--- src/rtl/regfile_mmio.sv ---
// -----------------------------------------------------------------------------
// regfile_mmio
//   Processor register file with two combinational read ports, one write port,
//   r0 hard-wired to zero and an optional write-to-read bypass. Two address
//   windows are memory-mapped to peripherals:
//     * output channels (IO_BASE..IO_BASE+IO_COUNT-1): the stored registers
//       drive io_out directly, and each write raises a one-cycle io_update pulse;
//     * input channels (IN_BASE..IN_BASE+IN_COUNT-1): words are captured through
//       a valid/ready handshake into a single-entry slot per channel. The
//       processor consumes a word by writing the channel register.
//   STATUS_ADDR is read-only and returns the per-channel full flags.
//
// Ports
//   clock            rising-edge clock
//   ctrl_reset       asynchronous active-high reset
//   ctrl_writeEnable processor write enable
//   ctrl_writeReg    write address
//   data_writeReg    write data
//   ctrl_readRegA/B  read addresses
//   data_readRegA/B  read data (combinational)
//   io_out           output channel k at bits [k*DATA_W +: DATA_W]
//   io_update        one-cycle pulse per output channel after it is written
//   in_data          input channel j capture word at bits [j*DATA_W +: DATA_W]
//   in_valid         input channel word valid
//   in_ready         input channel slot empty
// -----------------------------------------------------------------------------
module regfile_mmio #(
    parameter int DATA_W      = 32,
    parameter int ADDR_W      = 5,
    parameter int BYPASS      = 1,
    parameter int IO_BASE     = 18,
    parameter int IO_COUNT    = 5,
    parameter int IN_BASE     = 23,
    parameter int IN_COUNT    = 3,
    parameter int STATUS_ADDR = 31
) (
    input  logic                         clock,
    input  logic                         ctrl_reset,
    input  logic                         ctrl_writeEnable,
    input  logic [ADDR_W-1:0]            ctrl_writeReg,
    input  logic [DATA_W-1:0]            data_writeReg,
    input  logic [ADDR_W-1:0]            ctrl_readRegA,
    input  logic [ADDR_W-1:0]            ctrl_readRegB,
    output logic [DATA_W-1:0]            data_readRegA,
    output logic [DATA_W-1:0]            data_readRegB,
    output logic [IO_COUNT*DATA_W-1:0]   io_out,
    output logic [IO_COUNT-1:0]          io_update,
    input  logic [IN_COUNT*DATA_W-1:0]   in_data,
    input  logic [IN_COUNT-1:0]          in_valid,
    output logic [IN_COUNT-1:0]          in_ready
);

    localparam int NREGS = 2 ** ADDR_W;
    localparam logic [ADDR_W-1:0] STATUS_A = ADDR_W'(STATUS_ADDR);
    localparam logic [ADDR_W-1:0] ZERO_A   = '0;

    // Window legality: both windows inside the address space, disjoint,
    // and clear of r0 and the status register.
    localparam bit PARAMS_OK =
        (IO_COUNT >= 1) && (IN_COUNT >= 1) && (IN_COUNT <= DATA_W) &&
        (IO_BASE > 0) && (IO_BASE + IO_COUNT <= NREGS) &&
        (IN_BASE > 0) && (IN_BASE + IN_COUNT <= NREGS) &&
        (STATUS_ADDR > 0) && (STATUS_ADDR < NREGS) &&
        ((IO_BASE + IO_COUNT <= IN_BASE) || (IN_BASE + IN_COUNT <= IO_BASE)) &&
        !((STATUS_ADDR >= IO_BASE) && (STATUS_ADDR < IO_BASE + IO_COUNT)) &&
        !((STATUS_ADDR >= IN_BASE) && (STATUS_ADDR < IN_BASE + IN_COUNT));

    generate
        if (!PARAMS_OK) begin : g_bad_params
            $error("regfile_mmio: illegal IO/IN window or STATUS_ADDR placement");
        end
    endgenerate

    logic [DATA_W-1:0]   regs_q [NREGS];
    logic [DATA_W-1:0]   regs_d [NREGS];
    logic [IN_COUNT-1:0] full_q, full_d;
    logic [IO_COUNT-1:0] io_update_q, io_update_d;

    logic              wr_ok;
    logic [DATA_W-1:0] status_word;
    logic [DATA_W-1:0] stored_a, stored_b;

    // Writes to r0 and the status register are silently discarded.
    assign wr_ok = ctrl_writeEnable && (ctrl_writeReg != ZERO_A) && (ctrl_writeReg != STATUS_A);

    assign status_word = DATA_W'(full_q);

    always_comb begin
        for (int i = 0; i < NREGS; i++) begin
            regs_d[i] = regs_q[i];
        end
        full_d      = full_q;
        io_update_d = '0;

        if (wr_ok) begin
            regs_d[ctrl_writeReg] = data_writeReg;
        end

        for (int k = 0; k < IO_COUNT; k++) begin
            if (wr_ok && (ctrl_writeReg == ADDR_W'(IO_BASE + k))) begin
                io_update_d[k] = 1'b1;
            end
        end

        for (int j = 0; j < IN_COUNT; j++) begin
            // A processor write to the channel register consumes the word.
            if (wr_ok && (ctrl_writeReg == ADDR_W'(IN_BASE + j))) begin
                full_d[j] = 1'b0;
            end
            // Capture is evaluated last so it overrides a same-edge processor
            // write to the same (necessarily empty) channel.
            if (in_valid[j] && !full_q[j]) begin
                regs_d[IN_BASE + j] = in_data[j*DATA_W +: DATA_W];
                full_d[j]           = 1'b1;
            end
        end
    end

    always_ff @(posedge clock or posedge ctrl_reset) begin
        if (ctrl_reset) begin
            for (int i = 0; i < NREGS; i++) begin
                regs_q[i] <= '0;
            end
            full_q      <= '0;
            io_update_q <= '0;
        end else begin
            for (int i = 0; i < NREGS; i++) begin
                regs_q[i] <= regs_d[i];
            end
            full_q      <= full_d;
            io_update_q <= io_update_d;
        end
    end

    // Read selection: r0 and status are decoded ahead of the bypass so they
    // can never be forwarded; input captures only appear via stored values.
    function automatic logic [DATA_W-1:0] read_sel(
        input logic [ADDR_W-1:0] addr,
        input logic [DATA_W-1:0] stored,
        input logic [DATA_W-1:0] status,
        input logic              wr_hit_ok,
        input logic [ADDR_W-1:0] wr_addr,
        input logic [DATA_W-1:0] wr_data
    );
        if (addr == ZERO_A) begin
            return '0;
        end else if (addr == STATUS_A) begin
            return status;
        end else if ((BYPASS != 0) && wr_hit_ok && (addr == wr_addr)) begin
            return wr_data;
        end else begin
            return stored;
        end
    endfunction

    assign stored_a = regs_q[ctrl_readRegA];
    assign stored_b = regs_q[ctrl_readRegB];

    assign data_readRegA = read_sel(ctrl_readRegA, stored_a, status_word,
                                    wr_ok, ctrl_writeReg, data_writeReg);
    assign data_readRegB = read_sel(ctrl_readRegB, stored_b, status_word,
                                    wr_ok, ctrl_writeReg, data_writeReg);

    generate
        for (genvar k = 0; k < IO_COUNT; k++) begin : g_io
            assign io_out[k*DATA_W +: DATA_W] = regs_q[IO_BASE + k];
        end
    endgenerate

    assign io_update = io_update_q;
    assign in_ready  = ~full_q;

endmodule
--- config.mk ---
export PLATFORM = sky130hd
export DESIGN_NAME = regfile_mmio
export DESIGN_NICKNAME = d
export VERILOG_FILES = /design/src/rtl/regfile_mmio.sv
export SDC_FILE = /design/constraint.sdc
export NUM_CORES = 2
export LEC_CHECK = 0
export BUFFER_PORTS_ARGS = -buffer_cell sky130_fd_sc_hd__buf_2
export CORE_ASPECT_RATIO = 0.6
export CORE_MARGIN = 4
export CORE_UTILIZATION = 56
export DETAILED_ROUTE_END_ITERATION = 6
export GPL_TIMING_DRIVEN = 0
export PLACE_DENSITY_LB_ADDON = 0.08
export SYNTH_ARGS = -nofsm -noshare
export SYNTH_HDL_FRONTEND = slang
export SYNTH_SLANG_ARGS = --single-unit
--- constraint.sdc ---
create_clock -name clock -period 37.6 [get_ports clock]
set_input_delay 7.52 -clock clock [delete_from_list [all_inputs] [get_ports clock]]
set_output_delay 7.52 -clock clock [all_outputs]
set_load 0.02 [all_outputs]
==> results.md <==
| Step | Parameter | Reported |
|:---|:---|:---|
| global route | Largest net degree at the start of global routing | 131 |
| sta | Fin Clk Skew | 0.0227 ns |
| sta | Time the final worst path needs with I/O delays and setup | 19.25 ns |
| clock tree | CTS root buf | clkbuf_16 |
| synthesis | Post-synthesis register bit count | 1,032 |
| drt | Number of antenna-violating nets in the routed design | 0 |
| synthesis | Netlist area before placement | 0.0569 mm² |
| critical path | Critical path required time | 30.08 ns |
| die | Height of the chip | 255 µm |
| critical path | Worst Reg-to-Reg Cells | 5 |
| sta | Final-report hold violation count | 0 |
| sta | Worst Tran Pin Value | 1.71 ns |
| die | Die Footprint | 0.107 mm² |
| clock tree | Cts hold-fix bufs | 0 |
| outcome | Violations in the final reports | max-capacitance violations, max-slew violations |
| min path | Worst min-delay path category | register to register |
| power and ir drop | Power density cells | 56.1 mW/mm² |
| critical path | Launching instance or port of the critical path | ctrl_readRegB[2] |
| sta | Count of pins over their slew limit | 207 |
| sta | Share of the clock period used by the worst path | 51.2% |
| sta | Final Setup Violations | 0 |
| critical path | Launching point of the worst reg2reg path | full_q[1]$_DFFE_PP0P_ |
| place | DP Worst Slack | 18.83 ns |
| global route | Vias in the first global route | 42.9k |
| sta | Relative slew margins | -14.2% |
| synthesis | Main synth FF type | dfrtp_1 |
| global route | Residual overflow from global routing | 0 |
| place | Area after detailed placement | 0.0608 mm² |
| cells and area | Fraction of final layout cells with drive strength greater than 1 | 49.8% |
| outcome | Result of the run | finished with violations |
| critical path | Worst Path Class, Setup | input port to output port |
| synthesis | Synth Area per Inst | 13.8 µm² |
| synthesis | Portion of the post-synthesis area used by sequential elements | 45.4% |
| critical path | Kind of end point of the critical path | output port |
| die | Number of core rows | 90 |
| synthesis | Top post-synthesis cells by count | dfrtp_1, mux2_2, mux4_2 |
| drt | Mean routed wirelength per cell | 45.6 µm |
| sta | Post-route setup slack | 18.35 ns |
| global route | Fraction of met2 tracks used by global routing | 63.2% |
| global route | Antenna violations before repair | 19 |
| synthesis | EDFF count, synth | 0 |
| place | Final HPWL from detailed placement | 192 mm |
| clock tree | Total number of clock tree sinks | 1,032 |
| drt | Ratio of routed vias to standard cells | 7.64 |
| cells and area | Layout area overhead | 12.8% |
| run | Total of max-cap violations | 22 |
| critical path | Worst reg-to-reg setup slack | 34.08 ns |
| sta | Post-Route Setup TNS | 0 ns |
| critical path | Category of the worst setup path launch point | input port |
| synthesis | Synth top area cells | dfrtp_1, mux2_2, mux4_2 |
| clock tree | H-Tree Depth | 3 |
| global route | Met1 capacity usage during global routing | 65.3% |
| die | Chip Width | 419 µm |
| clock tree | Cts bufs inserted | 97 |
| synthesis | Cell type with the largest total area after synthesis | dfrtp_1 |
| global route | Most Crowded Layer GR | met1 |
| synthesis | Cells after synthesis | 4,125 |
| global route | Global-route wire length before repair | 366 mm |
| clock tree | Clock tree from TritonCTS | built |
| cells and area | Share of the core filled with cells in the final layout | 63.7% |
| drt | Detailed Route WL | 276 mm |
| sta | Max Fclk | 52.0 MHz |
| global route | Total routing resource utilization after global routing | 51.3% |
| synthesis | Number of library cell types mapped by synthesis | 59 |
| critical path | Arrival time reported for the critical path endpoint | 11.73 ns |
| cells and area | Final standard cell area without fillers | 0.0641 mm² |
| die | Starting density of the core | 56.5% |
| drt | First drt pass iteration count | 7 |
| clock tree | Clock Tree Buf Depth | 3 |
| clock tree | Count of instances resized after the clock tree is built | 0 |
| synthesis | Leading cell type by number of instances after synthesis | dfrtp_1 |
| clock tree | Latest clock arrival within the worst-skew pair | 0.75 ns |
| synthesis | Post-Syn Nets | 4,274 |
| synthesis | Proportion of register bits with asynchronous set or reset after synthesis | 100% |
| power and ir drop | Static Leakage | 28.7 nW |
| die | IO Pins | 381 |
| place | Final estimated routing congestion in global placement | 1.07 |
| drt | Total via count after detailed routing | 46.2k |
| cells and area | # nets final | 4,761 |
| critical path | Critical path peak fanout | 10 |
| critical path | RR Endpoint | regs_q[226]$_DFFE_PP0P_ |
| synthesis | Yosys warnings | 0 |
| drt | Number of violations reported at the end of detailed-routing iteration 0 | 8,021 |
| synthesis | Top-area cell type share of the netlist area | 45.4% |
| clock tree | Post CTS Setup Buffer Count | 0 |
| sta | Unrepaired setup endpoints after global routing | no |
| clock tree | Clock-pin slew on the worst setup and hold paths | 0.06 ns |
| drt | Number of design rule violations left after detail routing | 0 |
| global route | Met3 demand-to-capacity share in global routing | 35.2% |
| power and ir drop | Peak supply drop | 0.0000523 V |
| place | Port Buffers | 368 |
| critical path | Setup crit end | data_readRegB[27] |
| sta | Fin Hold WS | 0.480 ns |
| die | Core region area | 0.101 mm² |
state kept, by name (all words and copies together) (netlist names):
register	count
full_q	3
io_out	160
io_update	5
regs_q	864
worst min path at each step:
| stage | from | slack [ns] | depth (start not counted) | endpoint |
|---|---|---|---|---|
| floorplan | regs_q[0]$_DFFE_PP0P_ | 0.44 | 1 | regs_q[0]$_DFFE_PP0P_ |
| global placement | regs_q[9]$_DFFE_PP0P_ | 0.45 | 1 | regs_q[9]$_DFFE_PP0P_ |
| detailed placement | regs_q[25]$_DFFE_PP0P_ | 0.46 | 1 | regs_q[25]$_DFFE_PP0P_ |
| CTS | regs_q[25]$_DFFE_PP0P_ | 0.48 | 1 | regs_q[25]$_DFFE_PP0P_ |
| global route | regs_q[31]$_DFFE_PP0P_ | 0.49 | 1 | regs_q[31]$_DFFE_PP0P_ |
| finish | regs_q[994]$_DFFE_PP0P_ | 0.48 | 1 | regs_q[994]$_DFFE_PP0P_ |
cell families (layout without fill, tap and decap cells):
kind of cell	Yosys count	count (layout)	share of synthesized area [%]
muxes	1507	1507	38.6
AOI/OAI and AO/OA	458	458	6.09
DFF	1032	1032	45.4
and+or+nand+nor	461	461	3.76
other	0	28	0
buffers and inverters	657	1214	5.98
xor gates and xnor gates	10	10	0.167
where the power goes:
group          total [mW]  internal, mW  leakage (nW)  switching (mW)
Clock                1.04         0.565          1.56           0.474
Combinational        1.01         0.490          13.8           0.517
Sequential           1.55          1.34          13.3           0.213
per-stage QoR:
step	instances	power, mW
2_1_floorplan	4125	2.16
3_3_place_gp	5827	2.49
3_5_place_dp	5843	2.52
4_1_cts	6012	3.53
5_1_grt	6019	3.67
6_report	6044	3.60
per-layer routing:
layer	part of all wire [%]	wire, µm
met1	36	99000
met2	38	104000
met3	19	52800
met4	7.1	19600
met5	0.25	693
worst max-delay path, stage by stage:
cell and delay [ns]:
buf_2 0.13, buf_2 0.22, and3b_1 0.23, buf_1 1.14, clkbuf_1 1.12, a22oi_1 0.28, nand2_1 0.14, nor4_1 0.05
nor3_1 0.57, buf_2 0.28
cells in the final DEF, fill, tap and decap left out, drive strengths merged, types with 3 or more instances in the layout:
cell         n
a22o        85
mux2       945
a221oi      56
and3b        3
a31o        28
xnor2       10
a22oi       63
nor4        32
bufinv       6
nor2        53
clkinv      19
nand2b       4
or2          6
o22ai       96
nand4        4
o32ai        3
buf        764
nor3b        4
o21a         3
a21oi        4
clkbuf     412
mux4       455
nand3        9
nor4b        3
dfrtp     1032
o21ai      102
inv         10
diode       28
nand3b       7
a31oi        5
clkinvlp     3
nand2      251
nand4b       3
nor2b       10
nor3        64
a211oi       3
mux2i      107
layout make-up:
type | count | area (µm²)
clock buffers | 140 | 2840
well taps | 1334 | 1670
flip-flops and latches | 1032 | 25800
plain buffers | 648 | 3410
inverters | 9 | 41.3
diodes | 28 | 70.1
repair buffers | 388 | 2280
multi-input cells | 2436 | 27700
clock inverters | 29 | 322
fillers | 7929 | 36500
Power figures use the tool's default switching activity.
